## config.mk

```make
export PLATFORM = sky130hd
export DESIGN_NAME = counter_cmd_sequencer
export DESIGN_NICKNAME = d
export VERILOG_FILES = /design/src/rtl/counter_cmd_sequencer.sv
export SDC_FILE = /design/constraint.sdc
export NUM_CORES = 1
export LEC_CHECK = 0
export CAP_MARGIN = 20
export CORE_ASPECT_RATIO = 1.2
export CORE_MARGIN = 4
export CORE_UTILIZATION = 56
export DETAILED_ROUTE_END_ITERATION = 10
export PLACE_DENSITY = 0.85
export SLEW_MARGIN = 20
export SYNTH_ARGS = -nofsm -noshare
export SYNTH_HDL_FRONTEND = slang
export SYNTH_SLANG_ARGS = --single-unit
export TNS_END_PERCENT = 1
```

## constraint.sdc

```tcl
create_clock -name clk -period 2.6 [get_ports clk]
set_input_delay 0.52 -clock clk [delete_from_list [all_inputs] [get_ports clk]]
set_output_delay 0.52 -clock clk [all_outputs]
set_load 0.01 [all_outputs]
```

## src/rtl/counter_cmd_sequencer.sv

```systemverilog
// Drives an up/down counter from CLEAR/LOAD/RAMP/NOP commands and checks the readback; done/err pulse 1 cycle after CHECK.
// Latency NOP 1, CLEAR/LOAD 2, RAMP(N) N+2 edges; cmd_ready is high only in IDLE, so a held cmd_valid waits.
module counter_cmd_sequencer #(
    parameter int WIDTH = 8
) (
    input  logic             clk,
    input  logic             rst_n,
    input  logic             cmd_valid,
    output logic             cmd_ready,
    input  logic [1:0]       cmd_op,
    input  logic [WIDTH-1:0] cmd_data,
    output logic             cnt_clear,
    output logic             cnt_load,
    output logic             cnt_up_down,
    output logic [WIDTH-1:0] cnt_d,
    input  logic [WIDTH-1:0] cnt_q,
    output logic             done,
    output logic             err,
    output logic [WIDTH:0]   ramp_steps
);

    typedef enum logic [2:0] {
        S_INIT,
        S_IDLE,
        S_CLR,
        S_LD,
        S_RAMP,
        S_CHECK
    } state_t;

    localparam logic [1:0]     OP_CLEAR   = 2'b00;
    localparam logic [1:0]     OP_LOAD    = 2'b01;
    localparam logic [1:0]     OP_RAMP    = 2'b10;
    localparam logic [WIDTH:0] STEP_LIMIT = {1'b1, {WIDTH{1'b0}}};

    state_t           r_state;
    logic [1:0]       r_op;
    logic [WIDTH-1:0] r_data;
    logic [WIDTH-1:0] r_exp;
    logic [WIDTH:0]   r_step;
    logic             r_tmo;
    logic             r_done;
    logic             r_err;
    logic [WIDTH:0]   r_ramp_steps;

    logic w_accept;
    logic w_at_target;
    logic w_step_max;
    logic w_up;

    assign cmd_ready   = (r_state == S_IDLE);
    assign w_accept    = cmd_valid & cmd_ready;
    assign w_at_target = (cnt_q == r_data);
    assign w_step_max  = (r_step == STEP_LIMIT);
    assign w_up        = (r_data > cnt_q);
    assign done        = r_done;
    assign err         = r_err;
    assign ramp_steps  = r_ramp_steps;

    // The counter has no enable, so "hold" means reloading its own output.
    always_comb begin
        cnt_clear   = 1'b0;
        cnt_load    = 1'b1;
        cnt_up_down = 1'b0;
        cnt_d       = cnt_q;
        case (r_state)
            S_INIT, S_CLR: begin
                cnt_clear = 1'b1;
                cnt_load  = 1'b0;
            end
            S_LD: cnt_d = r_data;
            S_RAMP: begin
                if (!w_at_target && !w_step_max) begin
                    cnt_load    = 1'b0;
                    cnt_up_down = w_up;
                end
            end
            default: ;
        endcase
    end

    always_ff @(posedge clk or negedge rst_n) begin
        if (!rst_n) begin
            r_state      <= S_INIT;
            r_op         <= '0;
            r_data       <= '0;
            r_exp        <= '0;
            r_step       <= '0;
            r_tmo        <= 1'b0;
            r_done       <= 1'b0;
            r_err        <= 1'b0;
            r_ramp_steps <= '0;
        end else begin
            r_done <= 1'b0;
            r_err  <= 1'b0;
            case (r_state)
                S_INIT: r_state <= S_IDLE;
                S_IDLE: begin
                    if (w_accept) begin
                        r_op   <= cmd_op;
                        r_data <= cmd_data;
                        r_tmo  <= 1'b0;
                        case (cmd_op)
                            OP_CLEAR: begin
                                r_exp   <= '0;
                                r_state <= S_CLR;
                            end
                            OP_LOAD: begin
                                r_exp   <= cmd_data;
                                r_state <= S_LD;
                            end
                            OP_RAMP: begin
                                r_exp   <= cmd_data;
                                r_step  <= '0;
                                r_state <= S_RAMP;
                            end
                            default: begin
                                r_exp   <= cnt_q;
                                r_state <= S_CHECK;
                            end
                        endcase
                    end
                end
                S_CLR, S_LD: r_state <= S_CHECK;
                S_RAMP: begin
                    if (w_at_target) begin
                        r_state <= S_CHECK;
                    end else if (w_step_max) begin
                        r_tmo   <= 1'b1;
                        r_state <= S_CHECK;
                    end else begin
                        r_step <= r_step + 1'b1;
                    end
                end
                S_CHECK: begin
                    r_done <= 1'b1;
                    r_err  <= (cnt_q != r_exp) | r_tmo;
                    if (r_op == OP_RAMP) begin
                        r_ramp_steps <= r_step;
                    end
                    r_state <= S_IDLE;
                end
                default: r_state <= S_INIT;
            endcase
        end
    end

endmodule

```

==> impl_metrics.ini, run 1 <==
[routing]
drtPass1Iterations = 5
totalWireLength_mm = 6.73
vias_per_cell = 6.10
ant_nets = 0
via_count = 2270
drt_iter0_markers = 204
drc = 0
wl_per_cell_microns = 18.1

[synth]
synthesis.area_sq_um = 2380
synthAdderAreaFrac_pct = 7.37
async_reset_ff_share_pct = 100
synth_edf_count = 0
mappedNetlistNets = 283
yosysSeqAreaShare_pct = 44.2
synth-seq-cells = 42
synth.distinct_cells = 41
synth_compound_area_share_pct = 14.3
yosys.area_share.simple_pct = 18.6
synth_mux_area_share_pct = 7.58
yosysWarnings = 0
synthCells = 248
synthXorXnorAreaFrac_pct = 2.95
syn_area_per_cell_sq_um = 9.58
dominantRegCellSynth = dfrtp_1
synth_top_family_by_area = simple AND/OR/NAND/NOR gates

[sta]
max_slew_margin_pct = 38.8
setup_ws_ps = 2.50
min_period_ps = 2600
max_freq_ghz = 0.385
finalCritPeriodShare_pct = 99.9
finalHoldViolCount = 0
report.final.slew_viol_count = 0
setup_viol = 0
rsz0062_at_grt = true
worst_slew_pin_slew_ps = 918
skew_ps = 5.88

[cells_and_area]
layout_common_cells = dfrtp_1 (42), nand2_1 (35), clkdlybuf4s50_1 (32), buf_4 (29), nor2_1 (20)
final_common_cell = dfrtp_1
final_core_util_pct = 81.1
area_delta_synth_final_pct = 36.7
finalInstanceArea_sq_um = 3250
drive_above_1_share_pct = 23.9
diodes = 0
final_nets = 352

[floorplan]
die_x_microns = 67.5
core_region_area_sq_um = 4000
pin_count = 44
rows = 25
fp.dieH_microns = 79.4
die_area_sq_um = 5350
start_util_pct = 59.3

[global_routing]
grt_pass1_vias = 2306
grt_usage_pct = 26.1
overflow = 0
antenna_found_initial = 0
grt_pass1_wl_mm = 10.4
grt_max_degree = 43

[placement]
post-place-ws_ps = -450
place.port_buffers = 43
hpwl_mm = 4.04
place_congestion = 0.935
dpl_cell_area_sq_um = 2960

[outcome]
status = completed

[clock_network]
clk_latency_ps = 310
root_buffer = clkbuf_8
htreeDepth = 2
cts_buffer_depth = 2
cts_inserted_buffers = 5
cts_tree = built
cts.clk_slew.worst_paths_ps = 80
clkSinkCount = 42

[setup_path]
arrival_ps = 2080
r2r-start = r_data[3]
startpoint = cnt_q[6]
endpoint_kind = primary output
r2r_slack_ps = 130
worstSetupStartpointType = primary input
crit_path_max_incr_delay_ps = 270
cp.required_ps = 2080
cp_slowest_cell = dlygate4sd2_1
crit_family = buffers and inverters
path_class = primary input to primary output
worstPathMaxFanout = 3
crit_path_cell_trace = dlygate4sd2_1, inv_2, ha_4, nand4_1, nor2_2, buf_6, nor2_4, o311a_1, buf_2
path_buf_inv = 4

[power_and_ir_drop]
finalPower_mw = 2.75
p_per_area_nw_per_um2 = 847
ir_drop_mv = 0.497
cellLeakagePower_nw = 1.49

[min_path]
worstHoldPathType = primary input to async pin

[flow_run]
maxCapViolCount = 0
metal layers:
layer	vias up	global-route usage (%)	wire length (microns)
li1	1024	-	-
met1	1108	29.0	2610
met2	120	45.0	3480
met3	18	4.10	459
met4	0	16.6	185
met5	-	0	0
cell families (layout without fill, tap and decap cells):
| kind of cell | after synthesis | after routing |
|---|---|---|
| xor gates and xnor gates | 8 | 8 |
| and+or+nand+nor | 92 | 93 |
| buffers and inverters | 27 | 96 |
| adders and majority gates | 14 | 14 |
| muxes | 16 | 16 |
| AOI/OAI and AO/OA | 49 | 49 |
| DFF | 42 | 42 |
where the power goes:
part           leakage [nW]  switching (mW)  internal, mW
combinational         0.891           0.599         0.584
clock                0.0579           0.236         0.283
sequential            0.541           0.197         0.852
layout make-up:
type,instances,area [sq um]
clock buffer,5,68.8
clock inverter,3,40.0
fill,248,757
inverter,15,56.3
multi-input combinational,180,1320
sequential,42,1050
tap,54,67.6
timing repair buffer,73,644
stage by stage:
| step | std cells | hold WS, ps | TNS (ps) |
|---|---|---|---|
| floorplan | 248 | 224 | 0 |
| global placement | 354 | 456 | -855 |
| detailed placement | 354 | 463 | -878 |
| CTS | 371 | 380 | 0 |
| global route | 372 | 446 | -252 |
| finish | 372 | 347 | 0 |
flip-flops by register name (all words and copies together) (netlist names):
name and flops:
done 1, err 1, r_data 8, r_exp 8
r_op 2, r_state 3, r_step 9, r_tmo 1
ramp_steps 9
cell usage after synthesis (3+ instances only):
cell type   n  area (sq um)
xor2_1      4          35.0
dfrtp_1    42          1050
mux2_2     16           180
nand4_1     5          31.3
nand2_1    35           131
nand3_1     4          20.0
inv_1      15          56.3
nor3b_1     3          22.5
a31oi_1    10          62.6
nor3_1      5          25.0
a21oi_1     7          35.0
buf_2       4          20.0
ha_1       14           175
xnor2_1     4          35.0
nor2_1     22          82.6
nor2b_1     3          18.8
buf_4       3          22.5
a21o_1      3          22.5
a221oi_1    8          70.1
clkbuf_1    4          15.0
o21ai_0     8          40.0
path summary, 6_finish.rpt:
kind                               end  depth (start not counted)
max in group asynchronous         done                          1
min in group clk               r_op[1]                          2
max reg2reg                  r_step[3]                         12
min reg2reg                    r_op[1]                          2
min                          r_step[0]                          1
max                        cnt_up_down                          9
repair_timing:
item                                    4_1_cts  5_1_grt
buffers inserted                              8        1
pin swaps                                    17        4
resized for setup                            27       11
cloned                                        1        0
hold buffers                                  0        0
endpoints found under the setup margin        2        5
No activity file was read; power rests on OpenSTA's default activity.
==> inputs of run 2 (changes only) <==
ABC_AREA = 0   (was unset)
==> results of run 2 <==
The final DEF is identical to that of run 1; final timing and power are the same.
==> inputs of run 3 (changes only) <==
HOLD_SLACK_MARGIN = 0.15   (was unset)
==> results of run 3 <==
The final DEF is identical to that of run 1; final timing and power are the same.
